==> src/rtl/execute_cycle.sv <==
// Execute stage of the 5-stage RV32I pipeline.
// Contains operand forwarding, the ALU, beq resolution, and the EX/MEM pipeline register.
module execute_cycle (
    input  logic        clk,
    input  logic        rst,
    input  logic        RegWriteE,
    input  logic        ALUSrcE,
    input  logic        MemWriteE,
    input  logic        ResultSrcE,
    input  logic        BranchE,
    input  logic [2:0]  ALUControlE,
    input  logic [31:0] RD1_E,
    input  logic [31:0] RD2_E,
    input  logic [31:0] Imm_Ext_E,
    input  logic [4:0]  RD_E,
    input  logic [31:0] PCE,
    input  logic [31:0] PCPlus4E,
    input  logic [31:0] ResultW,
    input  logic [1:0]  ForwardA_E,
    input  logic [1:0]  ForwardB_E,
    output logic        PCSrcE,
    output logic [31:0] PCTargetE,
    output logic        RegWriteM,
    output logic        MemWriteM,
    output logic        ResultSrcM,
    output logic [4:0]  RD_M,
    output logic [31:0] PCPlus4M,
    output logic [31:0] WriteDataM,
    output logic [31:0] ALU_ResultM
);

    logic [31:0] src_a;
    logic [31:0] fwd_b;
    logic [31:0] src_b;
    logic [31:0] diff;
    logic        overflow;
    logic [31:0] alu_result;
    logic        zero;

    // Forwarding selects 2'b10 from the EX/MEM register output, so a
    // back-to-back dependency uses the previous instruction's result.
    always_comb begin
        src_a = RD1_E;
        case (ForwardA_E)
            2'b01:   src_a = ResultW;
            2'b10:   src_a = ALU_ResultM;
            default: src_a = RD1_E;
        endcase
    end

    always_comb begin
        fwd_b = RD2_E;
        case (ForwardB_E)
            2'b01:   fwd_b = ResultW;
            2'b10:   fwd_b = ALU_ResultM;
            default: fwd_b = RD2_E;
        endcase
    end

    assign src_b = ALUSrcE ? Imm_Ext_E : fwd_b;

    // Signed less-than is the sign of the difference, corrected for overflow.
    assign diff     = src_a - src_b;
    assign overflow = (src_a[31] != src_b[31]) && (diff[31] != src_a[31]);

    always_comb begin
        alu_result = '0;
        case (ALUControlE)
            3'b000:  alu_result = src_a + src_b;
            3'b001:  alu_result = diff;
            3'b010:  alu_result = src_a & src_b;
            3'b011:  alu_result = src_a | src_b;
            3'b101:  alu_result = {31'd0, diff[31] ^ overflow};
            default: alu_result = '0;
        endcase
    end

    assign zero      = (alu_result == '0);
    assign PCSrcE    = zero & BranchE;
    assign PCTargetE = PCE + Imm_Ext_E;

    always_ff @(posedge clk) begin
        if (!rst) begin
            RegWriteM   <= 1'b0;
            MemWriteM   <= 1'b0;
            ResultSrcM  <= 1'b0;
            RD_M        <= '0;
            PCPlus4M    <= '0;
            WriteDataM  <= '0;
            ALU_ResultM <= '0;
        end else begin
            RegWriteM   <= RegWriteE;
            MemWriteM   <= MemWriteE;
            ResultSrcM  <= ResultSrcE;
            RD_M        <= RD_E;
            PCPlus4M    <= PCPlus4E;
            WriteDataM  <= fwd_b;
            ALU_ResultM <= alu_result;
        end
    end

endmodule

==> config.mk <==
export PLATFORM = sky130hd
export DESIGN_NAME = execute_cycle
export DESIGN_NICKNAME = d
export VERILOG_FILES = /design/src/rtl/execute_cycle.sv
export SDC_FILE = /design/constraint.sdc
export NUM_CORES = 1
export LEC_CHECK = 0
export CAP_MARGIN = 20
export CORE_MARGIN = 5
export CORE_UTILIZATION = 35
export DETAILED_ROUTE_END_ITERATION = 7
export SYNTH_ARGS = -nofsm -noshare
export SYNTH_HDL_FRONTEND = slang
export SYNTH_SLANG_ARGS = --single-unit
==> constraint.sdc <==
create_clock -name clk -period 18.6 [get_ports clk]
set_input_delay 5.58 -clock clk [delete_from_list [all_inputs] [get_ports clk]]
set_output_delay 5.58 -clock clk [all_outputs]
set_load 0.02 [all_outputs]
==> reports/results.ini, run 1 <==
[clock_tree]
cts_hold_buf = 0
cts_made_buffers = 9
cts_root_buf = clkbuf_16
cts_sinks = 104
cts.clk_slew.worst_paths_ns = 0.07
cts_tree = yes
insertion_delay_ns = 0.37
h-tree-depth = 3
cts_buffer_depth = 2

[placement]
port_buffers = 347
placed_cell_area_um2 = 14440
hpwl_um = 40710
gp_congestion = 0.9867

[logic_synthesis]
ys.flop_type = dfxtp_1
synthArstFlopShare = 0
synthSimpleGateAreaFrac = 0.2084
syn_nets = 1840
syn-instance-count = 1489
yosys.area.top_type_share = 0.1951
ys.warnings.count = 0
synthTopCellsByArea = dfxtp_1 20%, ha_1 16%, a21oi_1 6.0%
ys_seq_area_frac = 0.1951
ys_ff_latch = 104
synth-xor-area-share = 0.03857
synthMuxAreaShare = 0.008675
syn-cell-area_um2 = 10670
synth_top_family_by_area = compound AO/OA/AOI/OAI gates
syn_avg_cell_area_um2 = 7.168
synthAdderAreaFrac = 0.1669
yosysTopAreaCell = dfxtp_1
synth.distinct_cells = 74
synth-compound-area-share = 0.3039
synth_edf_count = 0

[die]
io_pins = 348
die_area_um2 = 34090
design.core.area_um2 = 30350
start_util = 0.3517
std_cell_rows = 64
dieHeight_um = 184.6
die_x_um = 184.6

[timing]
post-route-period-util = 0.9697
worst_pin_slew_ns = 1.040
final_hold_viol_count = 0
setup_violations = 0
period_minus_slack_ns = 18.04
slew_headroom = 0.3042
maxSlewViolCount = 0
finClkSkew_ns = 0.01876
rsz0062_at_grt = false
tns_ns = 0
max_freq_ghz = 0.05544
timing.hold.ws_ns = 0.7197

[global_route]
grt_pass1_vias = 12020
antenna_found_initial = 1
grt_pass1_wl_um = 72380
grtUsageTotal = 0.2761
grt_start_max_net_pins = 75
overflow = 0

[finish]
fillers = 3043
nNetsFinal = 2129
syn_to_final_growth_pct = 38.28
multi_input_area_um2 = 7756
drive_above_1_share = 0.03477
design_area_um2 = 14760
layout_common_cells = 343 x clkdlybuf4s50_1, 165 x nor2_1, 135 x ha_1
seq_area_um2 = 2082
utilization = 0.4863
final_common_cell = clkdlybuf4s50_1

[pwr]
leakagePower_nw = 6.133
p_seq_frac = 0.248
p_per_area_nw_per_um2 = 68.66
p_sw_frac = 0.4408
p_switching_w = 0.0004467
internal_power_w = 0.0005666
clkPwrFrac = 0.205
p_comb_frac = 0.547
total_power_w = 0.001013
peakVddDrop_mv = 0.04320

[worst_setup_path]
critical_path_arrival_ns = 12.46
cp-start-kind = input pin
critPathBufInv = 3
cpPeakStageDelay_ns = 0.63
crit_required_ns = 13.02
critical_path_class = in2out
crit_slowest_cell = ha_1
crit_top_cell = nor4_1
cp-end-kind = primary output
worst-path-max-fanout = 16
cp_top_family = simple AND/OR/NAND/NOR gates

[min_path]
min_path_type = reg2reg

[routing]
dr_total_vias = 12360
drt_iter0_markers = 905
viasPerCell = 5.668
drt_wl_total_um = 49880
drc_errors = 0
drtAntennaViolNets = 0
dr.pass1.iters = 5
wl_per_cell_um = 22.87

[status]
status = finished, final reports clean

[flow_run]
cap_violations = 0

state kept, by name (all words and copies together), names as in the netlist:
register / cells
RegWriteM: 1
RD_M: 5
WriteDataM: 32
PCPlus4M: 32
ResultSrcM: 1
MemWriteM: 1
ALU_ResultM: 32
power by group through the flow:
stage / combinational [W] / sequential (W) / clock [W]
floorplan: 0.000307 / 0.000273 / 0
global placement: 0.000546 / 0.000256 / 0
detailed placement: 0.000545 / 0.000256 / 0
CTS: 0.000549 / 0.000251 / 0.000214
global route: 0.000596 / 0.000253 / 0.000224
finish: 0.000555 / 0.000251 / 0.000208
kinds of logic (layout without fill, tap and decap cells):
group	Yosys count	in the layout
AOI/OAI and AO/OA	498	498
DFF	104	104
adders and majority gates	140	140
other	0	2
xor gates and xnor gates	47	47
muxes	8	8
buffers and inverters	218	512
and+or+nand+nor	474	474
cell usage after synthesis (4+ instances only):
cell type  number
nor2_1        165
ha_1          136
a21oi_1       129
inv_1         128
nand2_1       120
o21ai_0       107
dfxtp_1       104
clkbuf_1       71
a22oi_1        67
and2_1         64
xnor2_1        40
nor3_1         35
a21o_1         25
a211oi_1       22
o21bai_1       20
o31ai_1        17
nor4_1         16
o21a_1         15
nand4_1        13
nand3_1        11
nand2b_1       10
o211ai_1       10
a31oi_1         9
buf_2           9
nor2b_1         9
a221oi_1        8
buf_1           8
mux2i_1         7
o22ai_1         7
o311ai_0        7
or2_2           7
xor2_1          7
and3_1          5
or4_1           5
a21boi_0        4
fa_1            4
o21ai_1         4
or3_1           4
through the flow:
step	std cells	setup WS [ns]
6_report	2181	0.5640
5_1_grt	2180	0.1235
4_1_cts	2179	0.4459
3_5_place_dp	2163	0.4577
3_3_place_gp	2163	0.5720
2_1_floorplan	1489	2.123
worst register-to-register path: stages, from the launching register on:
cell	delay [ns]
dfxtp_1	0.47
a22oi_1	0.14
nor2_1	0.16
a21oi_1	0.08
o21ai_1	0.54
ha_1	0.46
nand2b_1	0.14
a211oi_1	0.07
a21oi_1	0.49
a21oi_1	0.27
o21ai_0	0.73
nand2_1	0.11
a221oi_1	0.34
mux2i_1	0.16
nor3_1	0.61
nor2_1	0.08
final timing paths:
path / startpoint / end / slack (ns) / cells after the start
setup / recovery: ForwardB_E[1] / PCSrcE / 0.56 / 28
hold / removal: ALU_ResultM[14] / WriteDataM[14] / 0.72 / 4
setup reg to reg: ALU_ResultM[5] / ALU_ResultM[28] / 13.60 / 15
hold reg to reg: ALU_ResultM[14] / WriteDataM[14] / 0.72 / 4
area by class of cell:
cell class | count | area share
antenna | 2 | 0.0003391
clock buffer | 9 | 0.01526
clock inverter | 7 | 0.006189
inverter | 129 | 0.03281
multi-input combinational | 1167 | 0.5256
sequential | 104 | 0.1411
tap | 396 | 0.03357
timing repair buffer | 367 | 0.2452
per-layer routing:
metal  global-route usage  part of all wire  up-vias
met2               0.4692              0.47      686
met4               0.1268             0.049        0
met3              0.06907             0.098      118
met1               0.3281              0.38     5721
met5                    0                 0        -
li1                     -                 -     5836
timing repair:
item,in CTS,in global routing
buffers inserted,0,0
resized for setup,0,1
setup endpoints to repair,0,1
Note: power is estimated with default switching activity, not from simulation.
==> inputs of run 2 (changes only) <==
--- a/config.mk
+++ b/config.mk
@@ -8,6 +8,7 @@
 export CAP_MARGIN = 20
 export CORE_MARGIN = 5
 export CORE_UTILIZATION = 35
+export CTS_CLUSTER_SIZE = 16
 export DETAILED_ROUTE_END_ITERATION = 7
 export SYNTH_ARGS = -nofsm -noshare
 export SYNTH_HDL_FRONTEND = slang
==> results of run 2 <==
The final DEF is identical to that of run 1; final timing and power are the same.
